===== src/rtl/com_pkg.sv =====
// Shared types and constants for the sound-chip register port.
// Latency: n/a. Backpressure: n/a.
package com_pkg;

    typedef enum logic {
        TONE  = 1'b0,
        ATTEN = 1'b1
    } ch_type_t;

    typedef logic [1:0] ch_idx_t;

    localparam logic [15:0] AUDIO_ADDR_DEFAULT = 16'h7F00;
    localparam logic [3:0]  ATTEN_OFF          = 4'hF;
    localparam ch_idx_t     NOISE_CH           = 2'd3;

    // One-hot select for tone channels 0-2; the noise channel maps to no strobe.
    function automatic logic [2:0] ch_onehot(input ch_idx_t ch);
        logic [2:0] sel;
        sel = 3'b000;
        if (ch != NOISE_CH)
            sel[ch] = 1'b1;
        return sel;
    endfunction

endpackage


===== src/rtl/bus_write_detect.sv =====
// Address match plus single-shot write detect on a synchronous CPU bus strobe.
// Latency: combinational pulse in the first matching strobe cycle. Backpressure: none.
// Re-arms only once MREQ_N or WR_N goes high, so a long strobe gives one write.
module bus_write_detect #(
    parameter logic [15:0] MATCH_ADDR = 16'h7F00
) (
    input  logic        clk,
    input  logic        reset_n,
    input  logic [15:0] addr,
    input  logic        MREQ_N,
    input  logic        WR_N,
    output logic        wr_det
);

    logic armed;
    logic strobe_low;

    assign strobe_low = !MREQ_N && !WR_N;
    assign wr_det     = armed && strobe_low && (addr == MATCH_ADDR);

    // Reset leaves the detector disarmed so a strobe still low at release is ignored.
    always_ff @(posedge clk or negedge reset_n) begin
        if (!reset_n)
            armed <= 1'b0;
        else if (!strobe_low)
            armed <= 1'b1;
        else if (wr_det)
            armed <= 1'b0;
    end

endmodule


===== src/rtl/com_interface.sv =====
// CPU-bus to sound-generator register interface (latch/data byte protocol, 3 tone + noise).
// Latency: 1 clk from write detect to registered outputs/pulses. Backpressure: none, every write accepted.
// COM_IMMEDIATE_TONE_EN: a latch tone byte also updates freq and pulses enable/waveform_valid.
module com_interface
    import com_pkg::*;
#(
    parameter logic [15:0] AUDIO_ADDR = AUDIO_ADDR_DEFAULT
) (
    input  logic        clk,
    input  logic        reset_n,
    input  logic [15:0] addr,
    input  logic [7:0]  data,
    input  logic        MREQ_N,
    input  logic        WR_N,
    output logic [9:0]  freq,
    output logic        waveform_valid,
    output logic [2:0]  enable,
    output logic [3:0]  atten_mag,
    output logic [2:0]  atten_enable
);

    logic       wr_det;
    logic [9:0] tone [4];
    ch_idx_t    lat_ch;
    ch_type_t   lat_type;
    ch_idx_t    byte_ch;
    ch_type_t   byte_type;

    assign byte_ch   = data[6:5];
    assign byte_type = ch_type_t'(data[4]);

    bus_write_detect #(
        .MATCH_ADDR (AUDIO_ADDR)
    ) u_bus_write_detect (
        .clk     (clk),
        .reset_n (reset_n),
        .addr    (addr),
        .MREQ_N  (MREQ_N),
        .WR_N    (WR_N),
        .wr_det  (wr_det)
    );

    always_ff @(posedge clk or negedge reset_n) begin
        if (!reset_n) begin
            freq           <= '0;
            waveform_valid <= 1'b0;
            enable         <= '0;
            atten_mag      <= ATTEN_OFF;
            atten_enable   <= '0;
            lat_ch         <= '0;
            lat_type       <= TONE;
            for (int i = 0; i < 4; i++)
                tone[i] <= '0;
        end else begin
            waveform_valid <= 1'b0;
            enable         <= '0;
            atten_enable   <= '0;
            if (wr_det) begin
                if (data[7]) begin
                    lat_ch   <= byte_ch;
                    lat_type <= byte_type;
                    if (byte_type == TONE) begin
                        tone[byte_ch][3:0] <= data[3:0];
`ifdef COM_IMMEDIATE_TONE_EN
                        if (byte_ch != NOISE_CH) begin
                            freq           <= {tone[byte_ch][9:4], data[3:0]};
                            enable         <= ch_onehot(byte_ch);
                            waveform_valid <= 1'b1;
                        end
`endif
                    end else if (byte_ch != NOISE_CH) begin
                        atten_mag    <= data[3:0];
                        atten_enable <= ch_onehot(byte_ch);
                    end
                end else if (lat_type == TONE) begin
                    tone[lat_ch][9:4] <= data[5:0];
                    if (lat_ch != NOISE_CH) begin
                        freq           <= {data[5:0], tone[lat_ch][3:0]};
                        enable         <= ch_onehot(lat_ch);
                        waveform_valid <= 1'b1;
                    end
                end else if (lat_ch != NOISE_CH) begin
                    atten_mag    <= data[3:0];
                    atten_enable <= ch_onehot(lat_ch);
                end
            end
        end
    end

endmodule


===== config.mk =====
export PLATFORM = sky130hd
export DESIGN_NAME = com_interface
export DESIGN_NICKNAME = d
export VERILOG_FILES = /design/src/rtl/com_pkg.sv /design/src/rtl/bus_write_detect.sv /design/src/rtl/com_interface.sv
export SDC_FILE = /design/constraint.sdc
export NUM_CORES = 1
export LEC_CHECK = 0
export BUFFER_PORTS_ARGS = -buffer_cell sky130_fd_sc_hd__buf_2
export CAP_MARGIN = 10
export CORE_ASPECT_RATIO = 0.8
export CORE_UTILIZATION = 51
export DETAILED_ROUTE_END_ITERATION = 7
export PLACE_DENSITY = 0.82
export SETUP_SLACK_MARGIN = 0.5
export SKIP_LAST_GASP = 1
export SLEW_MARGIN = 25
export SYNTH_ARGS = -nofsm -noshare
export SYNTH_HDL_FRONTEND = slang
export SYNTH_SLANG_ARGS = --single-unit

===== constraint.sdc =====
create_clock -name clk -period 2.1 [get_ports clk]
set_input_delay 0.21 -clock clk [delete_from_list [all_inputs] [get_ports clk]]
set_output_delay 0.21 -clock clk [all_outputs]
set_load 0.02 [all_outputs]

# [Word level (Yosys, flattened, before mapping)]
# Cells that the tools add are included.
[totals] register_bits=65 input_bits=28 out_inout_bits=21
[classes] order_cmp=8 n_eq_ne=8 mux=36 bitwise=4 n_reduce_logical=15
[op_table] cell="$mux 40" count=3
[op_table] cell="$bwmux 40" count=2
[op_table] cell="$demux 10 s2" count=2
[op_table] cell="$mux 4" count=8
[op_table] cell="$mux 3" count=9
[op_table] cell="$bmux 10 s2" count=1
[op_table] cell="$eq 16x15->1 const B" count=1
[op_table] cell="$mux 10" count=1
[op_table] cell="$ne 2x2->1 const B" count=5
[op_table] cell="$mux 1" count=8
[op_table] cell="$logic_and 1x1->1" count=7
[op_table] cell="$ge 3x3->1 const B" count=2
[op_table] cell="$lt 2x3->1 const B" count=2
[op_table] cell="$lt 3x1->1 const B" count=2
[op_table] cell="$not 2->3" count=2
[op_table] cell="$reduce_and 5->1" count=1
[op_table] cell="$demux 1 s2" count=2
[op_table] cell="$ge 2x1->1 const B" count=2
[op_table] cell="$ne 2x1->1 const B" count=2
[op_table] cell="$reduce_and 4->1" count=1
[op_table] cell="$reduce_bool 2->1" count=2
[op_table] cell="$reduce_and 3->1" count=1
[op_table] cell="$logic_not 1->1" count=2
[op_table] cell="$not 1->1" count=2
[op_table] cell="$reduce_and 2->1" count=1

# [Logic depth before layout (Yosys ltp)]
[logic_depth] ltp_word=8 ltp_mapped=6

# [By module]
# Synthesis repeated with hierarchy kept, for this count alone.
[hier_totals] cells_unflattened=125 area_unflattened_um2=1626.6
[modules_own_cells] module="com_interface" instances=1 cells_each=115 area_per_inst_um2=1546.5
[modules_own_cells] module="bus_write_detect" instances=1 cells_each=10 area_per_inst_um2=80.1

# [Worst setup path before layout]
# No wires, ideal clock.
[synth_path] kind="in2reg" startpoint="input addr[1]" endpoint="register freq[4]" arrival_time_ps=1776 required_time_ps=1975 path_slack_ps=200 cell_stages=5 path_cell_list="or4_4 -> nor4_4 -> nor2b_1 -> buf_4 -> mux2_2"
[synth_via] elab_chain_cells=3
[synth_lines] item="start, declared" line="com_interface.sv:11" text="input logic [15:0] addr,"
[synth_lines] item="$eq 16x15->1" line="bus_write_detect.sv:19" text="assign wr_det = armed && strobe_low && (addr == MATCH_ADDR);"
[synth_lines] item="$logic_and 1x1->1" line="bus_write_detect.sv:19"
[synth_lines] item="$reduce_and 4->1 (no source line)"
[synth_lines] item="end signal, assigned" line="com_interface.sv:78" text="freq <= {data[5:0], tone[lat_ch][3:0]};"
[synth_lines] item="end, declared" line="com_interface.sv:15" text="output logic [9:0] freq,"
# Every way passes these cells.
# A chain may end at the register's enable or synchronous reset.

# [Worst setup path in the final report]
[layout_path] startpoint="input addr[7]" endpoint="register tone[32] in the netlist's numbering"
[layout_via] elab_chain_cells=3
[layout_lines] item="$eq 16x15->1" line="bus_write_detect.sv:19"
[layout_lines] item="$logic_and 1x1->1" line="bus_write_detect.sv:19"
[layout_lines] item="$reduce_and 3->1 (no source line)"
[layout_lines] item="end signal, assigned by index" line="com_interface.sv:63" text="tone[byte_ch][3:0] <= data[3:0];"
[layout_lines] item="end signal, assigned by index" line="com_interface.sv:76" text="tone[lat_ch][9:4] <= data[5:0];"
[layout_lines] item="end, declared" line="com_interface.sv:23" text="logic [9:0] tone [4];"
# Every way passes these cells.

==> results by group <==
Outcome
  – Status: completed

Floorplan
  – IO Count: just under 50
  – Die Y: roughly 55 um
  – Die Area: around 3700 um^2
  – Core ar.: 3180 um^2
  – Initial Util: 55.4%
  – Chip width: a little under 70 um
  – Site row count: 18

Drt
  – Metal-1 WL: approximately 1800 um
  – Routed Antenna Nets: 0
  – Routed wl met2: between 2000 and 2500 um
  – Routed vias/inst: ~5.7
  – Max Used Layer: met4
  – DR vias: around 1300
  – DR iter-0 viols: between 100 and 150
  – Routed wl met3: about 250 um
  – Wire per inst: about 18 um
  – DRC Markers: 0
  – Final wirelength: 4220 um
  – First-pass iteration count of the detailed router: 7

Worst setup path
  – Setup crit end kind: register
  – Crit-path cells: buf_6, or4_4, nor4_4, nor3b_4, buf_6, mux2_4
  – Setup CP Type: input port to register
  – Worst EP arrival: 1.93 ns
  – FF-to-FF setup slack: 0.43 ns
  – Crit-path max FO: 3
  – Slowest-stage cell, CP: or4_4
  – CP max stage delay: 0.56 ns
  – Worst setup SP type: input port
  – Critical path buffers and inverters: 2
  – Critical path's top delay family: simple AND/OR/NAND/NOR gates
  – Worst Path Required: between 2 and 2.5 ns
  – CP dominant cell by count: buf_6

Global route
  – Global route overflow: 0
  – Pin count of the biggest net entering global routing: 40
  – Wire length of the first global-routing pass: about 6300 um
  – Initial antenna violation count: 0
  – Number of global-route vias before repair: 1277
  – Gr usage total: between 20% and 30%

Final layout
  – Layout cells sized above 1: ~60%
  – Multi-input gate area: 838 um^2
  – Syn-to-layout area delta: 32.8%
  – Final Util: 73.5%
  – Ant diodes: 0
  – Nets: 219
  – # fillers: between 200 and 250
  – Final Instance Area: roughly 2300 um^2
  – Reg area: between 900 and 1000 um^2

Timing
  – Hold slack: approximately 0.019 ns
  – Final Skew: about 0.0049 ns
  – Setup TNS: 0 ns
  – Fmax: ~0.57 GHz
  – Final slew viol count: 0
  – Measured slew at the worst slew-check pin: approximately 0.84 ns
  – Final worst slack: about 0.33 ns
  – Headroom to the max-slew limit: 44.3%
  – Final hold viol count: 0
  – RSZ-0062 raised after global routing: true
  – Final period util: between 80% and 90%
  – Fin crit period: about 1.8 ns
  – Final setup vio count: 0

Placement
  – Placed Instance Area: 2090 um^2
  – PortBufs: between 40 and 50
  – Post-Place Setup Slack: 0.0221 ns
  – Dpl hpwl: 2980 um
  – Gpl congestion: ~0.9

Pwr
  – Reg power frac: a little over half
  – Pint: 1.13 mW
  – Power share of the clock group: approximately 41%
  – P_sw: approximately 290 uW
  – Leakage: between 1 and 1.5 nW
  – Power Dens Cells: a little over 600 nW/um^2
  – Max IR drop VDD: between 0.4 and 0.5 mV
  – Sw frac: between 20% and 30%
  – Comb power frac: under 10%

Synthesis
  – Synth Instances: between 100 and 150
  – Synth cell types: 29
  – Yosys warns: 0
  – Synthesized Nets: about 160
  – Area leader, netlist: dfrtp_1
  – Netlist Area Pre-Place: 1760 um^2
  – Share of the synthesized area in the top cell type: 49.8%
  – Largest cells by area after synthesis: dfrtp_1, mux2_2, dfstp_2
  – Post-Syn Area per Cell: around 14 um^2
  – Sequential share of the synthesized area: between 50 and 60%
  – #FFs+latches synth: 39

Clocking
  – Clock Path Buffers: 2
  – Clock latency on the worst-skew pair: ~0.28 ns
  – CTS tree: yes
  – Worst-path clk slew: around 0.070 ns
  – Htree depth: 2
  – CTS sink cnt: 39
  – CTS buffer count: 5
  – CTS Hold Bufs: 0
  – Clock root cell: clkbuf_8

Min path
  – Tightest Hold Check Type: input port to async pin

Job
  – Max-Cap Viols: 0
==> placed cells by master (no fill, tap or decap), types with 2 or more instances in the layout <==
cell / instances
nand4_1: 4
nand2_1: 6
buf_6: 5
or4_4: 2
clkbuf_8: 5
inv_1: 2
nand3b_1: 3
nor4_4: 3
dfstp_2: 4
mux2i_1: 2
nor2b_1: 3
mux2_4: 8
nand2_4: 2
dfrtp_1: 34
nand4b_1: 3
mux2_2: 23
buf_2: 46
buf_4: 9
mux4_2: 2
nor2_1: 6
o21ai_0: 3
a21oi_1: 2
==> cells in the mapped netlist <==
cell,number
buf_4,1
a32oi_1,1
dfrtp_1,35
nor3b_4,1
dfstp_2,4
or4_4,2
nand3b_1,3
nand4_2,1
nor2_1,6
nand3_1,1
nor2b_1,4
o21ai_0,3
inv_1,2
nand2_1,8
mux2i_1,2
nor3_1,1
nand4_1,4
mux4_2,2
nor4_4,2
a32o_1,1
clkbuf_1,3
nor3b_1,1
mux2_1,2
a21oi_1,2
nand2b_1,1
mux2_2,29
nand4b_1,3
nor4b_1,1
nor4_1,2
==> registers in the layout, indices dropped and copies added (netlist names) <==
| name | count |
|---|---|
| atten_enable | 3 |
| atten_mag | 4 |
| enable | 3 |
| freq | 10 |
| lat_ch | 2 |
| lat_type | 1 |
| tone | 14 |
| u_bus_write_detect.armed | 1 |
| waveform_valid | 1 |
==> timing repair <==
action,in CTS,in global routing
setup endpoints to repair,30,33
setup buffers,2,3
pin swaps,3,4
resized for setup,11,12
==> path summary, 6_finish.rpt <==
kind                                                 startpoint                     to  cells past startpoint
setup reg to reg           u_bus_write_detect.armed$_DFFE_PN0P_    tone[2]$_DFFE_PN0P_                      5
setup / recovery                                        addr[7]   tone[32]$_DFFE_PN0P_                      6
min in group clk                                        data[1]   tone[31]$_DFFE_PN0P_                      2
hold reg to reg                             freq[7]$_DFFE_PN0P_    freq[7]$_DFFE_PN0P_                      1
max in group asynchronous                               reset_n  lat_ch[0]$_DFFE_PN0P_                      1
hold / removal                                          reset_n    enable[1]$_DFF_PN0_                      1
==> routing by layer <==
| layer | up-vias | track usage (%) |
|---|---|---|
| li1 | 599 | - |
| met1 | 665 | 31.4 |
| met2 | 55 | 42.2 |
| met3 | 4 | 8.13 |
| met4 | 0 | 4.26 |
| met5 | - | 0 |
==> worst reg2reg max path: stages, from the launching register on <==
cell and delay [ns]:
dfrtp_1 0.53, nand3b_1 0.13, buf_4 0.18, nor4_2 0.31, nand2_4 0.10, mux2_4 0.31
==> power groups by stage <==
stage	logic [mW]	clock network [mW]	registers (mW)
2_1_floorplan	0.0187	0	0.766
3_3_place_gp	0.0709	0	0.765
3_5_place_dp	0.0723	0	0.765
4_1_cts	0.0739	0.599	0.751
5_1_grt	0.0894	0.637	0.751
6_report	0.0814	0.586	0.751
==> through the flow <==
stage,total power [mW],std cells
final,1.42,231
after global routing,1.48,231
after CTS,1.42,228
after detailed placement,0.838,219
after global placement,0.836,219
after floorplan,0.784,128
==> cell type report <==
| class | instances | share of cell area (%) |
|---|---|---|
| inverters | 2 | 0.322 |
| well taps | 40 | 2.14 |
| clock buffers | 6 | 3.11 |
| repair buffers | 60 | 15.2 |
| multi-input cells | 83 | 35.9 |
| flip-flops and latches | 39 | 42.1 |
| clock inverters | 1 | 1.29 |
==> kinds of logic after synthesis <==
logic type             count (synthesis)  share of synthesized area [%]
flip-flops                            39                           55.8
buffers and inverters                  6                           1.49
AO/OA/AOI/OAI                          7                           2.49
AND/OR/NAND/NOR                       41                           16.7
multiplexers                          35                           23.6
No activity file was read; power rests on OpenSTA's default activity.
